$ cat config.mk
export PLATFORM = sky130hd
export DESIGN_NAME = pio_tx_fifo
export DESIGN_NICKNAME = d
export VERILOG_FILES = /design/src/rtl/pio_tx_fifo.sv
export SDC_FILE = /design/constraint.sdc
export NUM_CORES = 1
export LEC_CHECK = 0
export ABC_AREA = 1
export BUFFER_PORTS_ARGS = -buffer_cell sky130_fd_sc_hd__buf_2
export CAP_MARGIN = 20
export CORE_MARGIN = 3
export CORE_UTILIZATION = 55
export CTS_CLUSTER_SIZE = 10
export DETAILED_ROUTE_END_ITERATION = 12
export HOLD_SLACK_MARGIN = 0.08
export PLACE_DENSITY = 0.92
export SLEW_MARGIN = 5
export SYNTH_ARGS = -nofsm -noshare
export SYNTH_HDL_FRONTEND = slang
export SYNTH_SLANG_ARGS = --single-unit
$ cat constraint.sdc
create_clock -name clk -period 3.5 [get_ports clk]
set_input_delay 0.175 -clock clk [delete_from_list [all_inputs] [get_ports clk]]
set_output_delay 0.175 -clock clk [all_outputs]
set_load 0.1 [all_outputs]
$ cat src/rtl/pio_tx_fifo.sv
// pio_tx_fifo: TX word FIFO and PULL/autopull controller for one PIO state machine; optional 8-deep join mode under `PIO_TX_JOIN_EN.
// Latency: a push is poppable the next cycle (no bypass); osr_set/osr_din/stall are combinational so the load lands with the pop.
// Backpressure: pushes while full are dropped and flagged in overflow; the SM is stalled when a pull/autopull finds the FIFO empty.
module pio_tx_fifo #(
    parameter int WIDTH = 32
) (
    input  logic             clk,
    input  logic             reset,
    input  logic             penable,
    input  logic             wr_en,
    input  logic [WIDTH-1:0] wr_data,
    input  logic             join_mode,
    input  logic             flag_clr,
    input  logic             pull_req,
    input  logic             pull_block,
    input  logic [WIDTH-1:0] x_in,
    input  logic             out_req,
    input  logic             auto_en,
    input  logic [4:0]       pull_thresh,
    input  logic [5:0]       osr_count,
    output logic             osr_set,
    output logic [WIDTH-1:0] osr_din,
    output logic             stall,
    output logic             full,
    output logic             empty,
    output logic [3:0]       level,
    output logic             overflow,
    output logic             txstall
);

`ifdef PIO_TX_JOIN_EN
    localparam int DEPTH_MAX = 8;
`else
    localparam int DEPTH_MAX = 4;
`endif
    localparam int AW = $clog2(DEPTH_MAX);

    logic [WIDTH-1:0] r_mem [DEPTH_MAX];
    logic [AW-1:0]    r_rd_ptr;
    logic [AW-1:0]    r_wr_ptr;
    logic [3:0]       r_level;
    logic             r_overflow;
    logic             r_txstall;

    logic             w_flush;
    logic [3:0]       w_depth;
    logic [AW-1:0]    w_last;
    logic [AW-1:0]    w_rd_nxt;
    logic [AW-1:0]    w_wr_nxt;
    logic [5:0]       w_thr;
    logic             w_ap;
    logic             w_push;
    logic             w_pop;
    logic             w_ovf_set;
    logic             w_txs_set;
    logic [WIDTH-1:0] w_head;

`ifdef PIO_TX_JOIN_EN
    logic r_join;

    always_ff @(posedge clk or posedge reset) begin
        if (reset) begin
            r_join <= 1'b0;
        end else begin
            r_join <= join_mode;
        end
    end

    // Depth follows the registered join copy; the change cycle itself flushes.
    assign w_flush = (join_mode != r_join);
    assign w_depth = r_join ? 4'd8 : 4'd4;
    assign w_last  = r_join ? AW'(7) : AW'(3);
`else
    logic w_unused_join;
    assign w_unused_join = join_mode;
    assign w_flush = 1'b0;
    assign w_depth = 4'd4;
    assign w_last  = AW'(3);
`endif

    assign level    = r_level;
    assign empty    = (r_level == 4'd0);
    assign full     = (r_level == w_depth);
    assign overflow = r_overflow;
    assign txstall  = r_txstall;

    assign w_head   = r_mem[r_rd_ptr];
    assign w_rd_nxt = (r_rd_ptr == w_last) ? '0 : r_rd_ptr + 1'b1;
    assign w_wr_nxt = (r_wr_ptr == w_last) ? '0 : r_wr_ptr + 1'b1;

    // Threshold 0 encodes a full 32-bit word.
    assign w_thr = (pull_thresh == 5'd0) ? 6'd32 : {1'b0, pull_thresh};
    assign w_ap  = auto_en && (osr_count >= w_thr);

    assign w_push    = wr_en && !full;
    assign w_ovf_set = wr_en && full;

    always_comb begin
        w_pop     = 1'b0;
        w_txs_set = 1'b0;
        osr_set   = 1'b0;
        osr_din   = '0;
        stall     = 1'b0;
        if (penable) begin
            if (w_ap) begin
                if (!empty) begin
                    w_pop   = 1'b1;
                    osr_set = 1'b1;
                    osr_din = w_head;
                end else if (out_req || pull_req) begin
                    stall = 1'b1;
                end
            end else if (pull_req) begin
                if (!empty) begin
                    w_pop   = 1'b1;
                    osr_set = 1'b1;
                    osr_din = w_head;
                end else if (pull_block) begin
                    stall     = 1'b1;
                    w_txs_set = 1'b1;
                end else begin
                    osr_set = 1'b1;
                    osr_din = x_in;
                end
            end
        end
    end

    always_ff @(posedge clk) begin
        if (w_push && !w_flush) begin
            r_mem[r_wr_ptr] <= wr_data;
        end
    end

    always_ff @(posedge clk or posedge reset) begin
        if (reset) begin
            r_rd_ptr   <= '0;
            r_wr_ptr   <= '0;
            r_level    <= 4'd0;
            r_overflow <= 1'b0;
            r_txstall  <= 1'b0;
        end else begin
            if (w_flush) begin
                r_rd_ptr <= '0;
                r_wr_ptr <= '0;
                r_level  <= 4'd0;
            end else begin
                if (w_push) begin
                    r_wr_ptr <= w_wr_nxt;
                end
                if (w_pop) begin
                    r_rd_ptr <= w_rd_nxt;
                end
                case ({w_push, w_pop})
                    2'b10:   r_level <= r_level + 4'd1;
                    2'b01:   r_level <= r_level - 4'd1;
                    default: r_level <= r_level;
                endcase
            end
            // A set in the same cycle as a clear wins.
            if (w_ovf_set) begin
                r_overflow <= 1'b1;
            end else if (flag_clr) begin
                r_overflow <= 1'b0;
            end
            if (w_txs_set) begin
                r_txstall <= 1'b1;
            end else if (flag_clr) begin
                r_txstall <= 1'b0;
            end
        end
    end

endmodule

---- After elaboration in Yosys (flattened, before gate mapping) ----
Memories as Yosys holds them, arrays and structs flattened.
Cells that the tools add are included.
word-level totals
  bits in registers ....................... 10
  memory bits (writable) .................. 128
  input bits .............................. 85
  memories ................................ 1
operators by class
  add/sub/neg operators ................... 4
  order comparisons ....................... 1
  equality and inequality tests ........... 5
  multiplexer cells ....................... 33
  reductions and logical operators ........ 10
memories
  name   depth  bits a word  rd ports  clocked after memory_dff  wr ports  line  source
  r_mem  4      32           1         0                         1         38    logic [WIDTH-1:0] r_mem [DEPTH_MAX];
operators by type and width
  kind                   number
  $mux W32               6
  $mux W1                23
  $pmux W4 S2            1
  $eq A2 B2 Y1 const B   3
  $ge A6 B6 Y1           1
  $mux W6                1
  $reduce_bool A2 Y1     3
  $logic_not A5 Y1       1
  $add A2 B1 Y2 const B  2
  $add A4 B1 Y4 const B  1
  $eq A4 B3 Y1 const B   1
  $logic_not A4 Y1       1
  $mux W2                2
  $sub A4 B1 Y4 const B  1
  $logic_and A1 B1 Y1    3
  $eq A2 B1 Y1 const B   1
  $logic_not A1 Y1       1
  $logic_or A1 B1 Y1     1

---- Depth between registers and ports, before layout ----
Gate-level depths: netlist of the first run.
  depth after elaboration ................. 8
  gate-level depth with buffers ........... 19
  gate-level depth less buffers ........... 19

---- Worst setup path before layout of the first run ----
No wires, ideal clock.
  kind .................................... register to output
  start point ............................. register r_level[3], in the netlist level[3]
  end point ............................... output port osr_din[22]
  arrival time ............................ 3.221 ns
  setup slack ............................. 0.104 ns
  stages on the path, launching flop included .. 6
  path through ............................ dfrtp_1 -> inv_1 -> nand3_4 -> clkbuf_1 -> nand2_1 -> a21oi_1
on the way
  word-level cells in the longest chain between the ends .. 5
  elaborated cells between the ends (all ways) .. 6
ends and longest elaborated chain
  what                    line  source
  from (decl)             41    logic [3:0] r_level;
  from (signal assigned)  155   2'b10: r_level <= r_level + 4'd1;
  from (signal assigned)  156   2'b01: r_level <= r_level - 4'd1;
  from (signal assigned)  157   default: r_level <= r_level;
  $logic_not A4 Y1 (*)    82    assign empty = (r_level == 4'd0);
  $mux W32                114   if (!empty) begin
  $mux W32                113   end else if (pull_req) begin
  $mux W32 (*)            105   if (w_ap) begin
  $mux W32 (*)            104   if (penable) begin
  to (decl)               22    output logic [WIDTH-1:0] osr_din,
Mark *: on every way between the ends. The rest lies on a longest branch, timed or not.

---- Final worst setup path of the first run ----
  start point ............................. input port pull_thresh[4]
  end point ............................... output port osr_din[13]
on the way
  word-level cells in the longest chain between the ends .. 6
ends and longest elaborated chain
  what                     line  source
  from (decl)              19    input logic [4:0] pull_thresh,
  $logic_not A5 Y1         92    assign w_thr = (pull_thresh == 5'd0) ? 6'd32 : {1'b0, pull_thresh};
  $mux W6 (*)              92
  $ge A6 B6 Y1 (*)         93    assign w_ap = auto_en && (osr_count >= w_thr);
  $logic_and A1 B1 Y1 (*)  93
  $mux W32 (*)             105
  $mux W32 (*)             104
Marks and branches as above.

==> Flow_metrics.wiki, run 1 <==
{| class="wikitable"
! Metric !! Value
|-
| Portion of the clock cycle consumed by the worst path in the final layout || 0.813
|-
| Worst Hold Slack || 185 ps
|-
| Netlist area before placement || 6230 um^2
|-
| Worst slack after detailed placement || 531 ps
|-
| Post-CTS setup buffer count || 0
|-
| Share of async-settable or async-resettable flops after synthesis || 0.0725
|-
| Starting Density || 0.570
|-
| Crit path max fanout || 33
|-
| Clock network latency to the later pin of the worst-skew pair || 410 ps
|-
| Cell types with the highest counts after synthesis || edfxtp_1 (128), nor2_1 (104), o21ai_0 (75)
|-
| Cell depth of the worst flop-to-flop path || 10
|-
| CP startpoint kind || input pin
|-
| Mapped Cells || 567
|-
| Number of antenna violations at the first check in global routing || 0
|-
| Type of the setup path with the least slack || input pin to output port
|-
| Worst Slack Setup Final || between 600 and 700 ps
|-
| Outcome || complete, no violations
|-
| Root buf cell || clkbuf_16
|-
| Leak pwr || 3.22 nW
|-
| Routed wire length per instance || around 17 um
|-
| IR drop worst, VDD || 0.478 mV
|-
| Number of warnings printed during yosys synthesis || 0
|-
| Crit path time final || around 2800 ps
|-
| Worst min-delay path startpoint || pull_req
|-
| DRT Pass-1 Iters || 5
|-
| Unrepaired setup endpoints after global routing || false
|-
| Clock-pin transition on the worst setup and hold timing paths || ~60 ps
|-
| Count of unresolved DRC violations after routing || 0
|-
| Via count of the first global-routing pass || ~5000
|-
| Height of the chip || 112 um
|-
| Post-synth EDFFs || about 130
|-
| Cell area reported after detailed placement || just under 7000 um^2
|-
| Post-synthesis sequential area ratio || 0.657
|-
| WL final || 15000 um
|-
| Pwr dens || 908 nW/um^2
|-
| Critical path capture point type || output port
|-
| Destination of the worst hold path || r_rd_ptr[1]$_DFFE_PP0P_
|-
| Final-report max-slew violation count || 0
|-
| Clock tree buffer depth || 2
|-
| Flop and latch count out of synthesis || 138
|-
| Clk sinks || 138
|-
| Net count, final || 827
|-
| Remaining max-slew budget at the tightest pin || 0.493
|-
| Die Wd || 112 um
|-
| Number of unique standard cell types used by synthesis || 27
|-
| Transition time at the pin with the least slew margin || roughly 760 ps
|-
| Cells taking the most area after synthesis || edfxtp_1 (62%), nor2_1 (6.3%), o21ai_0 (6.0%), dfrtp_1 (4.0%), nand2_1 (3.3%)
|-
| Residual overflow from global routing || 0
|-
| Clock tree from TritonCTS || yes
|-
| First-pass GRT wire length || 23300 um
|-
| Synth area leader || edfxtp_1
|-
| CP arrival || 2670 ps
|-
| Required time at the worst-slack endpoint || 3320 ps
|-
| Final hold violation count || 0
|-
| Most common flop cell mapped by yosys || edfxtp_1
|-
| FILL cells || around 670
|-
| Routed vias/inst || between 5 and 6
|-
| Core Region || between 10000 and 15000 um^2
|-
| Clock Skew || between 6 and 7 ps
|-
| Pin count of the biggest net entering global routing || 68
|-
| Setup TNS Final || 0 ps
|-
| Number of routed nets with antenna violations || 0
|-
| Most frequent cell after synthesis || edfxtp_1
|-
| Count of final setup violators || 0
|-
| Die Outline Area || ~13000 um^2
|-
| Synth-to-Final Area Change || 27.1%
|-
| Overall routing resource usage || 0.237
|-
| Count of buffers inserted at the top-level ports || 125
|-
| Path category of the worst min-delay check || input pin to register
|-
| Launch instance of the worst register-to-register path || level[0]$_DFFE_PP0P_
|-
| I/O pin count || 127
|-
| Post-detail-place hpwl || 8760 um
|-
| Cell total after placement || 811
|-
| Final standard cell count with taps included and fillers excluded || 880
|-
| Count of vias placed by the detailed router || 4978
|-
| Synth Net Count || 667
|-
| Share of final-layout standard cells stronger than drive strength 1 || 0.246
|-
| GPL Wtd Cong || roughly 0.8
|-
| Number of CTS-inserted buffers || 17
|-
| Share of the synthesized area in the top cell type || 0.617
|-
| Mean cell area of the mapped netlist || between 10 and 15 um^2
|-
| Site Rows || 38
|-
| Diodes inserted || 0
|-
| Max-capacitance violation count || 0
|-
| CTS H-tree lvls || 4
|-
| Worst setup slack for register-to-register paths || 900 ps
|-
| Worst hold stages || 5
|-
| Post-Layout Inst Area || approximately 7900 um^2
|-
| Violation count after the first detailed-routing iteration || around 440
|-
| Max Fclk || 352 MHz
|-
| Reg-to-reg endpoint || level[3]$_DFFE_PP0P_
|}
## area by class of cell
class,count,area [um^2],area share
Sequential cell,138,4100,0.517
Timing Repair Buffer,174,1100,0.138
Inverter,31,116,0.0147
Clock inverter,14,173,0.0218
Multi-Input combinational cell,365,1830,0.231
Tap cell,140,175,0.0221
Clock buffer,18,429,0.0542
## cells by family (layout without fill, tap and decap cells)
group / count (synthesis) / count (layout) / share of synthesized area
xor+xnor: 3 / 3 / 0.00422
flops: 138 / 138 / 0.657
simple gates: 206 / 206 / 0.140
buf+inv: 64 / 237 / 0.0534
fa+ha+maj: 15 / 15 / 0.0313
compound gates: 141 / 141 / 0.114
## where the power goes
group	switching, W	internal (W)
sequential	0.000129	0.00218
combinational	0.00241	0.000677
clock	0.000669	0.00112
total	0.00321	0.00398
## worst max-delay path by stage
stage,startpoint,to,slack [ps],depth (start not counted)
6_report,pull_thresh[4],osr_din[13],660,13
5_1_grt,pull_thresh[4],osr_din[23],490,13
4_1_cts,r_rd_ptr[1]$_DFFE_PP0P_,osr_din[0],610,5
3_5_place_dp,pull_thresh[4],level[3]$_DFFE_PP0P_,530,19
3_3_place_gp,pull_thresh[4],level[3]$_DFFE_PP0P_,740,19
2_1_floorplan,level[3]$_DFFE_PP0P_,osr_din[22],100,5
## what timing repair did
action,CTS,global route
endpoints found under the hold margin,140,0
hold buffers,36,0
setup endpoints to repair,0,0
resized for setup,0,0
## placed cells by master, fill, tap and decap left out
master	instances
a21oi_1	39
buf_12	1
buf_2	125
buf_4	12
bufinv_16	3
clkbuf_1	1
clkbuf_16	17
clkinv_1	1
clkinv_2	1
clkinv_4	4
clkinvlp_4	4
dfrtp_1	8
dfrtp_2	2
dlygate4sd3_1	36
edfxtp_1	128
fa_1	1
ha_1	14
inv_1	30
inv_2	1
inv_6	1
nand2_1	54
nand2_2	3
nand2_4	1
nand3_1	38
nand3_4	1
nand4_1	1
nor2_1	100
nor2_2	1
nor2_4	4
nor2_8	1
nor3_1	2
o21a_1	1
o21ai_0	75
o21ai_1	26
xnor2_1	1
xor2_1	2
## worst max-delay path, cell delays in order
cell and delay, ps:
buf_2 110, nor3_1 200, nand3_1 110, ha_1 300
nand2_1 70, nor2_1 100, nand2_1 70, nand2_2 100
nand2_4 60, nand2_2 100, nand2_2 430, a21oi_1 340
buf_2 480
## routing by layer
| metal | track usage | wire, um |
|---|---|---|
| met2 | 0.409 | 7890 |
| met5 | 0 | 0 |
| met3 | 0.0469 | 1110 |
| met1 | 0.279 | 5730 |
| met4 | 0.131 | 309 |
## per-stage QoR
| stage | utilization | total power (W) |
|---|---|---|
| global placement | 0.634 | 0.00520 |
| finish | 0.724 | 0.00719 |
| detailed placement | 0.634 | 0.00532 |
| CTS | 0.722 | 0.00715 |
| floorplan | - | 0.00472 |
| global route | 0.724 | 0.00754 |
## sequential cells by signal, indices dropped and copies added, names as in the netlist
register	count
level	4
overflow	1
r_mem	128
r_rd_ptr	2
r_wr_ptr	2
txstall	1
No activity file was read; power rests on OpenSTA's default activity.
==> run 2, diff against run 1 <==
- CORE_UTILIZATION: 55 -> 50
- PLACE_DENSITY: 0.92 -> 0.89
- clock period: 3.5 -> 2.3 ns (I/O delays scaled with it)
==> run 2 against run 1 <==
Against the previous run: worst hold slack lost 55 ps; sequential cell count unchanged; critical path depth fell by 5; largest power group unchanged; sequential power is 56% higher; the run now ends with negative setup slack left; critical path type is now register to output port; cell area grew 17%; critical endpoint is now osr_din[3]; setup slack worse by 750 ps; power is 77% higher; die area up 9.5%; first-iteration DRC count shrank 3.2%; clock skew is 7.2 ps higher; routed wire length is 17% higher; clock power increased by 57%.
==> Flow_metrics.wiki, run 2 (same netlist as run 1, synthesis figures left out) <==
{| class="wikitable"
! Metric !! Value
|-
| Setup TNS Final || -1260 ps
|-
| Count of vias placed by the detailed router || 5140
|-
| Clock Skew || between 10 and 15 ps
|-
| Leak pwr || 3.55 nW
|-
| Net count, final || 847
|-
| Transition time at the pin with the least slew margin || 1080 ps
|-
| Number of antenna violations at the first check in global routing || 0
|-
| Crit path max fanout || 4
|-
| Most used cells in the layout excluding fill and tap cells || edfxtp_1 (128), nor2_1 (99), buf_2 (91), o21ai_0 (74), nand2_1 (52)
|-
| Destination of the worst hold path || txstall$_DFFE_PP0P_
|-
| Worst setup slack for register-to-register paths || approximately 30 ps
|-
| Synth-to-Final Area Change || 48.8%
|-
| Clk sinks || 138
|-
| Area of the multi-input gates || ~2300 um^2
|-
| Final core utilization || 0.765
|-
| Unrepaired setup endpoints after global routing || true
|-
| Worst Slack Setup Final || -94.0 ps
|-
| Clock network latency to the later pin of the worst-skew pair || ~410 ps
|-
| Clock tree from TritonCTS || yes
|-
| Die Outline Area || 13800 um^2
|-
| Longest individual stage delay on the worst path || roughly 500 ps
|-
| Failing checks || negative setup slack
|-
| Root buf cell || clkbuf_16
|-
| Core Region || ~12000 um^2
|-
| Violation count after the first detailed-routing iteration || 430
|-
| Final-report max-slew violation count || 0
|-
| Crit path time final || 2390 ps
|-
| CP startpoint kind || register
|-
| WL final || 17500 um
|-
| Critical path capture point type || output port
|-
| I/O pin count || between 100 and 150
|-
| Register with the most flip-flops || r_mem
|-
| Site Rows || 40
|-
| Number of routed nets with antenna violations || 0
|-
| First-pass GRT wire length || roughly 26000 um
|-
| Count of buffering cells on the critical path with inverters included || 3
|-
| Clock tree buffer depth || 2
|-
| CP dominant cell by count || buf_12
|-
| Max Fclk || 418 MHz
|-
| Die Wd || 118 um
|-
| Max-capacitance violation count || 0
|-
| Share of final-layout standard cells stronger than drive strength 1 || 0.332
|-
| Remaining max-slew budget at the tightest pin || 0.280
|-
| Residual overflow from global routing || 0
|-
| Clock-pin transition on the worst setup and hold timing paths || roughly 70 ps
|-
| Post-detail-place hpwl || 9800 um
|-
| Type of the setup path with the least slack || register to output port
|-
| GPL Wtd Cong || between 0.8 and 0.9
|-
| Reg-to-reg endpoint || level[3]$_DFFE_PP0P_
|-
| Worst min-delay path startpoint || penable
|-
| Routed wire length per instance || 18.9 um
|-
| Cell depth of the worst flop-to-flop path || 13
|-
| Count of buffers inserted at the top-level ports || between 100 and 150
|-
| Slowest cell on the critical path || dfrtp_4
|-
| Required time at the worst-slack endpoint || 2180 ps
|-
| Path category of the worst min-delay check || input pin to register
|-
| Pwr dens || 1370 nW/um^2
|-
| Via count of the first global-routing pass || 5317
|-
| CP arrival || 2280 ps
|-
| Routed vias/inst || 5.54
|-
| DRT Pass-1 Iters || 5
|-
| Outcome || finished with violations
|-
| Starting Density || 0.514
|-
| Worst hold stages || 3
|-
| Launch instance of the worst register-to-register path || level[1]$_DFFE_PP0P_
|-
| Commonest non-fill, non-tap cell in the layout || edfxtp_1
|-
| Count of final setup violators || 32
|-
| Largest register FFs || 128
|-
| Diodes inserted || 0
|-
| Count of unresolved DRC violations after routing || 0
|-
| Height of the chip || 118 um
|-
| CTS H-tree lvls || 4
|-
| Final hold violation count || 0
|-
| Area occupied by registers || 4120 um^2
|-
| IR drop worst, VDD || 0.806 mV
|-
| Overall routing resource usage || 0.235
|-
| Cell-by-cell listing of the critical path || nor2_4, nand3_4, buf_12, nor2_8, clkbuf_16, nand3_1, a21oi_4, buf_12
|-
| FILL cells || 718
|-
| Pin count of the biggest net entering global routing || 39
|-
| Gate family responsible for the most delay along the worst path || simple AND/OR/NAND/NOR gates
|-
| Number of CTS-inserted buffers || 17
|-
| Portion of the clock cycle consumed by the worst path in the final layout || 1.04
|}
## run 2: changes by cell type in the layout (fill, tap and decap cells not counted), moves of 4 or more
cell     delta
inv_6       +5
buf_12     +42
a21oi_1    -34
dfrtp_1     -4
a21oi_2     +4
dfrtp_4     +6
buf_4       +6
buf_2      -34
a21oi_4    +30
## run 2: how the worst max path moves through the flow
stage                               from                   end  slack [ps]  cells past startpoint
CTS                 level[0]$_DFFE_PP0P_           osr_din[15]          -6                      8
finish              level[1]$_DFFE_PP0P_            osr_din[3]         -90                      8
floorplan                 pull_thresh[4]           osr_din[22]         -70                     12
global route        level[3]$_DFFE_PP0P_            osr_din[3]        -160                      8
global placement          pull_thresh[4]  level[3]$_DFFE_PP0P_        -170                     19
detailed placement        pull_thresh[4]  level[3]$_DFFE_PP0P_        -260                     19
## run 2: final cells by class
class / count / area share
timing repair buffer: 194 / 0.210
tap: 168 / 0.0227
multi-input combinational: 365 / 0.244
inverter: 31 / 0.0128
clock buffer: 17 / 0.0459
clock inverter: 15 / 0.0211
sequential: 138 / 0.444
## run 2: per-stage QoR
step | cells | hold slack [ps] | worst slack [ps] | power, W | cell area (um^2)
2_1_floorplan | 567 | -44.7 | -71.9 | 0.00771 | 6660
3_3_place_gp | 843 | 112 | -171 | 0.00917 | 7980
3_5_place_dp | 843 | 138 | -259 | 0.00941 | 7980
4_1_cts | 913 | 96.6 | -6.29 | 0.0124 | 9050
5_1_grt | 928 | 163 | -158 | 0.0133 | 9270
6_report | 928 | 130 | -94.0 | 0.0127 | 9270
## run 2: routing by layer
layer | up-vias | GRT usage | routed length (um)
met5 | - | 0 | 0
met4 | 0 | 0.0996 | 341
met3 | 32 | 0.0572 | 1170
met2 | 240 | 0.423 | 9460
met1 | 2510 | 0.267 | 6580
li1 | 2358 | - | -
## run 2: report_power, final
| part | internal [W] | leakage (nW) | switching, W |
|---|---|---|---|
| Sequential | 0.00336 | 1.29 | 0.000246 |
| Combinational | 0.00209 | 1.95 | 0.00424 |
| Clock | 0.00166 | 0.301 | 0.00115 |
## run 2: tightest hold or removal path: cells and delay by family
family,cells,cell delay [ps]
compound gates,1,110
simple gates,1,120
buf+inv,1,140
## run 2: timing repair
action	4_1_cts	5_1_grt
pin swaps	1	7
hold buffers	35	0
setup endpoints to repair	32	33
cloned	1	2
gates resized for setup	13	6
buffers inserted	2	11
endpoints found under the hold margin	140	0
